==> src/rtl/cpu_types_pkg.sv <==
// Shared CPU memory-system types.
//   word_t      : 32-bit data/address word
//   ramstate_t  : RAM handshake status; ACCESS marks the cycle a word completes
//   cc_state_t  : coherence controller FSM states
//   block_base  : two-word block base address (bits [2:0] cleared)
//   word_align  : word address (bits [1:0] cleared)
package cpu_types_pkg;

  typedef logic [31:0] word_t;

  typedef enum logic [1:0] {
    FREE   = 2'd0,
    BUSY   = 2'd1,
    ACCESS = 2'd2,
    ERROR  = 2'd3
  } ramstate_t;

  typedef enum logic [3:0] {
    IDLE     = 4'd0,
    ARB      = 4'd1,
    SNOOP    = 4'd2,
    C2C_0    = 4'd3,
    C2C_1    = 4'd4,
    RAM_0    = 4'd5,
    RAM_1    = 4'd6,
    WB       = 4'd7,
    INV_DONE = 4'd8
  } cc_state_t;

  function automatic word_t block_base(input word_t a);
    return {a[31:3], 3'b000};
  endfunction

  function automatic word_t word_align(input word_t a);
    return {a[31:2], 2'b00};
  endfunction

endpackage

==> src/rtl/coherence_control.sv <==
// Two-cache snoopy coherence controller sitting between the caches and a
// single-ported RAM. One transaction is serviced at a time; the requester (r)
// is chosen round-robin, the other cache (s) is snooped.
//
// Ports:
//   CLK, RST                   clock, asynchronous active-high reset
//   dREN/dWEN/cctrans[1:0]     per-cache read / write / exclusivity requests
//   daddr/dstore[1:0]          per-cache address and write/supply data
//   ccwrite[1:0]               snooped cache holds the block dirty
//   dwait[1:0], dload[1:0]     per-cache completion strobe (active low), read data
//   ccwait/ccinv[1:0]          snoop mode / invalidate to each cache
//   ccsnoopaddr[1:0]           address being snooped
//   ramREN/ramWEN/ramaddr/ramstore/ramload/ramstate   RAM side
//   state_dbg                  current FSM state, for observation only
//
// Handshake: a cache holds its request (and address/data) steady; the word
// completes in the single cycle where its dwait bit is low. dwait is low only
// while ramstate==ACCESS in a RAM-backed state, or in INV_DONE. Outputs are
// combinational from the registered state and current inputs so that the
// completion cycle lines up exactly with ramstate==ACCESS.
module coherence_control
  import cpu_types_pkg::*;
(
  input  logic             CLK,
  input  logic             RST,
  input  logic [1:0]       dREN,
  input  logic [1:0]       dWEN,
  input  word_t [1:0]      daddr,
  input  word_t [1:0]      dstore,
  input  logic [1:0]       cctrans,
  input  logic [1:0]       ccwrite,
  output logic [1:0]       dwait,
  output word_t [1:0]      dload,
  output logic [1:0]       ccwait,
  output logic [1:0]       ccinv,
  output word_t [1:0]      ccsnoopaddr,
  output logic             ramREN,
  output logic             ramWEN,
  output word_t            ramaddr,
  output word_t            ramstore,
  input  word_t            ramload,
  input  ramstate_t        ramstate,
  output cc_state_t        state_dbg
);

  cc_state_t state_q, state_d;
  logic      rr_q, rr_d;          // round-robin pointer: cache favoured on collision
  logic      req_q, req_d;        // latched requester id (r)
  logic      snooped_q, snooped_d; // first SNOOP cycle done; ccwrite valid next

  logic       r;
  logic       s;
  logic [1:0] any_req;
  logic       ram_done;
  word_t      snoop_base;

  assign r          = req_q;
  assign s          = ~req_q;
  assign any_req    = dREN | dWEN | cctrans;
  // BUSY, FREE and ERROR all stall; only ACCESS completes a word.
  assign ram_done   = (ramstate == ACCESS);
  assign snoop_base = block_base(daddr[r]);
  assign state_dbg  = state_q;

  always_comb begin
    state_d     = state_q;
    rr_d        = rr_q;
    req_d       = req_q;
    snooped_d   = 1'b0;
    dwait       = 2'b11;
    dload       = {ramload, ramload};
    ccwait      = 2'b00;
    ccinv       = 2'b00;
    ccsnoopaddr = '0;
    ramREN      = 1'b0;
    ramWEN      = 1'b0;
    ramaddr     = '0;
    ramstore    = '0;

    case (state_q)
      IDLE: begin
        if (|any_req) begin
          // On a collision the pointer decides; otherwise the lone requester wins.
          req_d   = (&any_req) ? rr_q : any_req[1];
          rr_d    = ~rr_q;
          state_d = ARB;
        end
      end

      ARB: begin
        if (dWEN[r])                    state_d = WB;
        else if (dREN[r] || cctrans[r]) state_d = SNOOP;
        else                            state_d = IDLE;
      end

      SNOOP: begin
        ccwait[s]      = 1'b1;
        ccsnoopaddr[s] = snoop_base;
        ccinv[s]       = cctrans[r];
        // Give the snooped cache one cycle to look up before trusting ccwrite.
        if (!snooped_q) begin
          snooped_d = 1'b1;
        end else if (cctrans[r] && !dREN[r]) begin
          state_d = INV_DONE;
        end else if (ccwrite[s]) begin
          state_d = C2C_0;
        end else begin
          state_d = RAM_0;
        end
      end

      INV_DONE: begin
        dwait[r] = 1'b0;
        state_d  = IDLE;
      end

      C2C_0, C2C_1: begin
        // Dirty block forwarded to r and written back to RAM in the same beat.
        ccwait[s]      = 1'b1;
        ccinv[s]       = cctrans[r];
        ccsnoopaddr[s] = snoop_base;
        dload[r]       = dstore[s];
        ramWEN         = 1'b1;
        ramaddr        = (state_q == C2C_1) ? (snoop_base | 32'd4) : snoop_base;
        ramstore       = dstore[s];
        if (ram_done) begin
          dwait   = 2'b00;
          state_d = (state_q == C2C_0) ? C2C_1 : IDLE;
        end
      end

      RAM_0, RAM_1: begin
        ramREN  = 1'b1;
        ramaddr = word_align(daddr[r]);
        if (ram_done) begin
          dwait[r] = 1'b0;
          state_d  = (state_q == RAM_0) ? RAM_1 : IDLE;
        end
      end

      WB: begin
        ramWEN   = 1'b1;
        ramaddr  = word_align(daddr[r]);
        ramstore = dstore[r];
        if (ram_done) begin
          dwait[r] = 1'b0;
          state_d  = IDLE;
        end
      end

      default: state_d = IDLE;
    endcase
  end

  always_ff @(posedge CLK or posedge RST) begin
    if (RST) begin
      state_q   <= IDLE;
      rr_q      <= 1'b0;
      req_q     <= 1'b0;
      snooped_q <= 1'b0;
    end else begin
      state_q   <= state_d;
      rr_q      <= rr_d;
      req_q     <= req_d;
      snooped_q <= snooped_d;
    end
  end

endmodule

==> config.mk <==
export PLATFORM = sky130hd
export DESIGN_NAME = coherence_control
export DESIGN_NICKNAME = d
export VERILOG_FILES = /design/src/rtl/cpu_types_pkg.sv /design/src/rtl/coherence_control.sv
export SDC_FILE = /design/constraint.sdc
export NUM_CORES = 1
export LEC_CHECK = 0
export CORE_AREA = 5 5 144 146
export CTS_CLUSTER_DIAMETER = 30
export CTS_CLUSTER_SIZE = 12
export DETAILED_ROUTE_END_ITERATION = 12
export DIE_AREA = 0 0 149 151
export GPL_ROUTABILITY_DRIVEN = 0
export HOLD_SLACK_MARGIN = 0.12
export PLACE_DENSITY = 0.58
export SYNTH_ARGS = -nofsm -noshare
export SYNTH_HDL_FRONTEND = slang
export SYNTH_SLANG_ARGS = --single-unit
==> constraint.sdc <==
create_clock -name CLK -period 6.2 [get_ports CLK]
set_input_delay 0.93 -clock CLK [delete_from_list [all_inputs] [get_ports CLK]]
set_output_delay 0.93 -clock CLK [all_outputs]
set_load 0.1 [all_outputs]
==> flow_metrics.tcl, run 1 <==
set metrics [dict create \
    fmax_ghz 0.2007 \
    via_per_inst 4.562 \
    htreeDepth 1 \
    core_area_mm2 0.01927 \
    syn_avg_cell_area_um2 7.520 \
    dpl.hpwl_um 14730 \
    crit_fanout 33 \
    row_count 51 \
    syn_inst 405 \
    reg2reg_depth 5 \
    num_vias 4544 \
    ctsResizeCount 0 \
    hp-start "snooped_q" \
    synth.distinct_cells 39 \
    worstPathRequired_ps 5270 \
    die_h_um 151 \
    final_cells 996 \
    grt_pass1_wl_um 26580 \
    synthDominantCellAreaShare 0.1841 \
    drt_iter0_markers 144 \
    yosysSeqAreaShare 0.05752 \
    cts.clk_slew.worst_paths_ps 40 \
    critPathKind "reg -> out" \
    ys_top_cells_by_area "a221oi_1, mux2_2, and2_1" \
    clock_latency_ps 230 \
    worst_pin_slew_ps 1128 \
    maxCapViolCount 0 \
    die_w_um 149 \
    cts_tree "done" \
    hold_slack_ps 449.3 \
    clock_sinks 7 \
    clockBufferDepth 2 \
    slew_violations 0 \
    whs_endpoint "snooped_q" \
    io_pins 376 \
    area_growth_pct 122.6 \
    setup_viol 0 \
    wire_per_inst_um 18.39 \
    grt_pass1_vias 4642 \
    rrSetupSlack_ps 3850 \
    ys_ff_latch 7 \
    yosys_warnings 0 \
    root_buffer "clkbuf_16" \
    cts_setup_buffers 0 \
    grt_max_degree 63 \
    r2r-end "state_dbg[2]" \
    syn-cell-area_mm2 0.003045 \
    initial_core_util 0.1580 \
    ctsHoldBuffers 0 \
    first_pass_iters 4 \
    wl_um 18310 \
    gr-total-overflow 0 \
    dieArea_mm2 0.02250 \
    setup_tns_ps 0 \
    gr-usage-all-layers 0.1466 \
    period_share 0.8037 \
    synth-main-ff-cell "dfrtp_1" \
    min_period_ps 4983 \
    hold_depth 1 \
    rsz0062_at_grt "no" \
    hold_class "reg -> reg" \
    hold_violations 0 \
    antenna_found_initial 0 \
    end_kind "output pin" \
    status "completed" \
    antennaDiodeCount 0 \
    yosysTopAreaCell "a221oi_1" \
    cts_made_buffers 3 \
    startpoint_type "flip-flop" \
    drive_above_1_share 0.1587 \
    fin_skew_ps 0.3782 \
    drc 0 \
    place_inst 992 \
    synth_edf_count 0 \
    crit_arrival_ps 4050 \
    port-buffer-count 363 \
    synthArstFlopShare 1.000 \
    regToRegStartpoint "r" \
    ant_nets 0 \
    final_nets 904 \
    slew_headroom 0.2459 \
]
-- worst max-delay path by stage --
stage / end / cells after the start / slack, ps / from
after global placement: ramstore[1] / 6 / 1490 / state_dbg[2]
after floorplan: ccinv[0] / 4 / 1580 / state_dbg[2]
after detailed placement: ramstore[2] / 6 / 1480 / state_dbg[2]
after global routing: ramstore[8] / 6 / 950 / state_dbg[2]
after CTS: ramstore[1] / 6 / 1200 / state_dbg[2]
final: ramstore[9] / 6 / 1220 / state_dbg[2]
-- synth_stat cells, types with 7 or more instances --
library cell / count
mux2_2: 34
a221oi_1: 64
mux2_1: 33
mux2i_1: 31
dfrtp_1: 7
nor2_1: 66
and2_1: 61
clkbuf_1: 24
buf_4: 11
buf_2: 14
-- layout make-up --
cell class                 count  area [um^2]
fill                        2031        12490
tap                          265        331.6
sequential                     7        178.9
timing repair buffer         368         3511
clock buffer                   4        78.83
multi-input combinational    349         2669
inverter                       3        11.26
-- worst max-delay path: stages (launching register included) --
cell and delay [ps]:
dfrtp_1 660, or3b_1 540, a21oi_4 750, buf_4 380
a221oi_1 120, nor2_1 170, clkdlybuf4s50_1 1170
-- flip-flops by register name (all words and copies together) (netlist names) --
name,flops
state_dbg,4
r,1
rr_q,1
snooped_q,1
-- per-stage QoR --
step,setup slack (ps),utilization,cell area [um^2]
6_report,1217,0.3518,6780
5_1_grt,951.5,0.3518,6780
4_1_cts,1203,0.3518,6780
3_5_place_dp,1478,0.3477,6701
3_3_place_gp,1493,0.3477,6701
2_1_floorplan,1578,-,3072
-- metal layers --
layer,routed length (um),GRT usage
met1,6986,0.1663
met2,9338,0.2756
met3,1743,0.04309
met4,245,0.02380
met5,0,0
-- cells in the final DEF, fill, tap and decap left out, types with 5 or more instances in the layout --
| cell | n |
|---|---|
| nor2_1 | 65 |
| and2_1 | 60 |
| mux2_1 | 33 |
| clkdlybuf4s50_1 | 299 |
| dfrtp_1 | 6 |
| buf_4 | 69 |
| mux2_2 | 34 |
| a221oi_1 | 64 |
| nand2_1 | 5 |
| nand2b_1 | 5 |
| mux2i_1 | 31 |
| conb_1 | 8 |
-- logic make-up after synthesis --
| kind of cell | after synthesis | share of synthesized area |
|---|---|---|
| simple gates | 157 | 0.2671 |
| mux | 98 | 0.3496 |
| compound gates | 83 | 0.2276 |
| buf+inv | 56 | 0.08833 |
| flops | 7 | 0.05752 |
| xor+xnor | 3 | 0.008629 |
| other cells | 1 | 0.001231 |
Power of run 1 is not shown: default switching activity piles up to over one toggle a cycle in this logic, so the estimate is an artifact.
==> run 2: changes to the inputs <==
--- a/config.mk
+++ b/config.mk
@@ -5,14 +5,14 @@
 export SDC_FILE = /design/constraint.sdc
 export NUM_CORES = 1
 export LEC_CHECK = 0
-export CORE_AREA = 5 5 144 146
+export CORE_AREA = 5 5 141 143
 export CTS_CLUSTER_DIAMETER = 30
 export CTS_CLUSTER_SIZE = 12
 export DETAILED_ROUTE_END_ITERATION = 12
-export DIE_AREA = 0 0 149 151
+export DIE_AREA = 0 0 146 148
 export GPL_ROUTABILITY_DRIVEN = 0
 export HOLD_SLACK_MARGIN = 0.12
-export PLACE_DENSITY = 0.58
+export PLACE_DENSITY = 0.62
 export SYNTH_ARGS = -nofsm -noshare
 export SYNTH_HDL_FRONTEND = slang
 export SYNTH_SLANG_ARGS = --single-unit
==> constraint.sdc (replaced) <==
create_clock -name CLK -period 4.3 [get_ports CLK]
set_input_delay 0.645 -clock CLK [delete_from_list [all_inputs] [get_ports CLK]]
set_output_delay 0.645 -clock CLK [all_outputs]
set_load 0.1 [all_outputs]
==> run 2 against run 1 <==
Cell count fell by 2.3%. Wire length fell by 0.78%. Flip-flop and latch count did not move.
==> flow_metrics.tcl, run 2 (synthesis results as in run 1) <==
set metrics [dict create \
    placed_area_mm2 0.007191 \
    crit_fanout 53 \
    clock_latency_ps 230 \
    preCtsSetupSlack_ps 845.0 \
    die_h_um 148 \
    root_buffer "clkbuf_16" \
    hold_violations 0 \
    row_count 50 \
    cts.clk_slew.worst_paths_ps 40 \
    regToRegStartpoint "r" \
    slew_headroom 0.3295 \
    fillerInstances 1862 \
    worst_pin_slew_ps 1003 \
    grt_use_met3 0.03464 \
    hold_class "reg -> reg" \
    wl_um 18170 \
    gr-total-overflow 0 \
    layout_common_cells "clkdlybuf4s50_1, buf_4, nor2_1" \
    die_w_um 146 \
    drc 0 \
    setup_slack_ps 634.1 \
    ant_nets 0 \
    min_period_ps 3666 \
    antenna_found_initial 0 \
    worstPathRequired_ps 3650 \
    dpl.hpwl_um 14960 \
    setup_viol 0 \
    cp_cell_sequence "or3b_1 -> a21oi_4 -> buf_4 -> a221oi_1 -> nor2_1 -> buf_4" \
    crit_slowest_cell "buf_4" \
    status "completed" \
    crit_arrival_ps 3020 \
    gr-usage-met1 0.1761 \
    area_growth_pct 138.7 \
    final_common_cell "clkdlybuf4s50_1" \
    gr-usage-all-layers 0.1534 \
    use_met2 0.2970 \
    critPathLaunch "state_dbg[1]" \
    period_share 0.8525 \
    first_pass_iters 7 \
    grt_pass1_vias 4646 \
    top_usage_layer "met2" \
    end_kind "output pin" \
    drive_above_1_share 0.3396 \
    dieArea_mm2 0.02161 \
    setup_tns_ps 0 \
    clockBufferDepth 2 \
    drt_iter0_markers 137 \
    cts_tree "done" \
    grt_max_degree 54 \
    reg2reg_depth 5 \
    critPathKind "reg -> out" \
    r2r-end "state_dbg[2]" \
    maxCapViolCount 0 \
    htreeDepth 1 \
    crit_top_cell "buf_4" \
    cts_setup_buffers 0 \
    final_cell_area_mm2 0.007269 \
    io_pins 376 \
    worstSetupEndpoint "ramstore[29]" \
    clock_sinks 7 \
    largest_reg_flops 4 \
    rrSetupSlack_ps 2010 \
    port-buffer-count 363 \
    rsz0062_at_grt "no" \
    fin_skew_ps 0.6306 \
    via_per_inst 4.697 \
    initial_core_util 0.1650 \
    fmax_ghz 0.2728 \
    startpoint_type "flip-flop" \
    wire_per_inst_um 18.68 \
    antennaDiodeCount 0 \
    grt_pass1_wl_um 26940 \
    cts_made_buffers 3 \
    final_nets 912 \
    slew_violations 0 \
    num_vias 4570 \
    ctsResizeCount 0 \
    core_area_mm2 0.01846 \
    ctsHoldBuffers 0 \
    crit_path_max_incr_delay_ps 540 \
]
==> run 2: stage by stage <==
step	std cells	hold slack, ps	util
after global placement	969	404.4	0.3896
after global routing	973	428.9	0.3939
after detailed placement	969	409.7	0.3896
after CTS	973	413.3	0.3939
final	973	411.9	0.3939
after floorplan	412	389.4	-
==> run 2: worst min-delay path by stage <==
stage,from,cells past startpoint,slack [ps],to
global placement,snooped_q,1,400,snooped_q
floorplan,snooped_q,1,390,snooped_q
global route,snooped_q,1,430,snooped_q
detailed placement,snooped_q,1,410,snooped_q
finish,snooped_q,1,410,snooped_q
CTS,snooped_q,1,410,snooped_q
==> run 2: critical path, delay by kind of cell (launching register included) <==
kind | cells | cell delay (ps)
AND/OR/NAND/NOR | 2 | 760
buffers and inverters | 2 | 870
flip-flops | 1 | 520
AO/OA/AOI/OAI | 2 | 600
==> run 2: area by class of cell <==
type / instances / area (um^2) / area share
clock buffer: 4 / 78.83 / 0.01084
sequential: 7 / 178.9 / 0.02461
multi-input combinational: 349 / 2654 / 0.3651
tap: 234 / 292.8 / 0.04028
inverter: 3 / 11.26 / 0.001549
timing repair buffer: 376 / 4054 / 0.5577
==> run 2: metal layers <==
layer,vias to the layer above,routed length (um)
li1,2180,-
met1,2133,7015
met2,248,9573
met3,9,1457
met4,0,124
met5,-,0
Power of run 2 is left out for the same reason.
==> run 3: changes to the inputs <==
--- a/config.mk
+++ b/config.mk
@@ -13,6 +13,7 @@
 export GPL_ROUTABILITY_DRIVEN = 0
 export HOLD_SLACK_MARGIN = 0.12
 export PLACE_DENSITY = 0.62
+export REMOVE_ABC_BUFFERS = 1
 export SYNTH_ARGS = -nofsm -noshare
 export SYNTH_HDL_FRONTEND = slang
 export SYNTH_SLANG_ARGS = --single-unit
==> run 3 against run 2 <==
Fmax up 1.8%. Worst setup slack improved by 65 ps. Die area unchanged. Cell count fell by 0.31%. Critical path depth rose by 1.
==> flow_metrics.tcl, run 3 (synthesis results as in run 1) <==
set metrics [dict create \
    io_pins 376 \
    grt_max_degree 46 \
    placed_area_mm2 0.007181 \
    clockBufferDepth 2 \
    crit_fanout 37 \
    critPathKind "reg -> out" \
    drt_iter0_markers 135 \
    ctsHoldBuffers 0 \
    grt_pass1_vias 4685 \
    num_vias 4596 \
    slew_headroom 0.3318 \
    cp_cell_sequence "or3b_1 -> a21oi_4 -> buf_4 -> nand2_1 -> buf_4 -> mux2_1 -> buf_12" \
    setup_slack_ps 699.2 \
    preCtsSetupSlack_ps 938.3 \
    layout_common_cells "clkdlybuf4s50_1, buf_4, nor2_1, buf_12, a221oi_1" \
    grt_pass1_wl_um 27040 \
    dpl.hpwl_um 14930 \
    crit_slowest_cell "dfrtp_1" \
    worst_pin_slew_ps 999.2 \
    gr-total-overflow 0 \
    slew_violations 0 \
    die_h_um 148 \
    core_area_mm2 0.01846 \
    via_per_inst 4.738 \
    fmax_ghz 0.2777 \
    hold_violations 0 \
    row_count 50 \
    root_buffer "clkbuf_16" \
    largest_reg_flops 4 \
    cts_setup_buffers 0 \
    startpoint_type "flip-flop" \
    end_kind "output pin" \
    crit_path_max_incr_delay_ps 630 \
    hold_class "reg -> reg" \
    period_share 0.8374 \
    cts_tree "done" \
    initial_core_util 0.1650 \
    status "completed" \
    ant_nets 0 \
    drive_above_1_share 0.3370 \
    crit_top_cell "buf_4" \
    regToRegStartpoint "r" \
    hp-start "snooped_q" \
    fin_skew_ps 0.05544 \
    wl_um 18240 \
    wire_per_inst_um 18.80 \
    cts.clk_slew.worst_paths_ps 30 \
    first_pass_iters 4 \
    final_common_cell "clkdlybuf4s50_1" \
    clock_latency_ps 230 \
    maxCapViolCount 0 \
    gr-usage-all-layers 0.1524 \
    rsz0062_at_grt "no" \
    drc 0 \
    final_nets 909 \
    crit_arrival_ps 2960 \
    ctsResizeCount 0 \
    cts_made_buffers 3 \
    worstPathRequired_ps 3650 \
    critPathLaunch "state_dbg[2]" \
    clock_sinks 7 \
    setup_viol 0 \
    dieArea_mm2 0.02161 \
    port-buffer-count 363 \
    die_w_um 146 \
    final_cell_area_mm2 0.007259 \
    min_period_ps 3601 \
    antennaDiodeCount 0 \
    area_growth_pct 138.4 \
    antenna_found_initial 0 \
    htreeDepth 1 \
]
run 3: cell types whose count changed in the layout (fill, tap and decap cells not counted):
cell / previous run / this run
buf_4: 140 / 136
buf_12: 64 / 65
run 3: worst paths after layout:
path / endpoint / slack (ps) / depth (start not counted)
max in group asynchronous: r / 3420 / 2
min: snooped_q / 420 / 1
max reg2reg: state_dbg[2] / 1980 / 5
min reg2reg: snooped_q / 420 / 1
min in group asynchronous: state_dbg[3] / 650 / 2
max: dload[40] / 700 / 7
run 3: worst max-delay path, delay by kind of cell (launching register included):
family | cells | cell delay, ps
DFF | 1 | 630
buffers and inverters | 3 | 870
AOI/OAI and AO/OA | 1 | 200
muxes | 1 | 410
and+or+nand+nor | 2 | 590
run 3: layer usage:
layer	wire length, um	GRT usage	vias to the layer above
li1	-	-	2181
met1	7512	0.1875	2163
met2	9209	0.2805	238
met3	1346	0.03219	14
met4	169	0.02023	0
met5	0	0	-
run 3: stage by stage:
stage | setup TNS (ps) | cells | hold WS [ps] | util
finish | 0 | 970 | 419.2 | 0.3934
global route | 0 | 970 | 426.2 | 0.3934
CTS | 0 | 970 | 417.1 | 0.3934
detailed placement | 0 | 966 | 413.5 | 0.3891
global placement | 0 | 966 | 405.4 | 0.3891
floorplan | -279900 | 359 | 389.4 | -
run 3: layout make-up:
class                           instances  area, um^2
Fill cell                            1877       11200
Timing Repair Buffer                  373        4044
Multi-Input combinational cell        349        2654
Tap cell                              234       292.8
Sequential cell                         7       178.9
Clock buffer                            4       78.83
Inverter                                3       11.26
Power of run 3 is left out for the same reason.
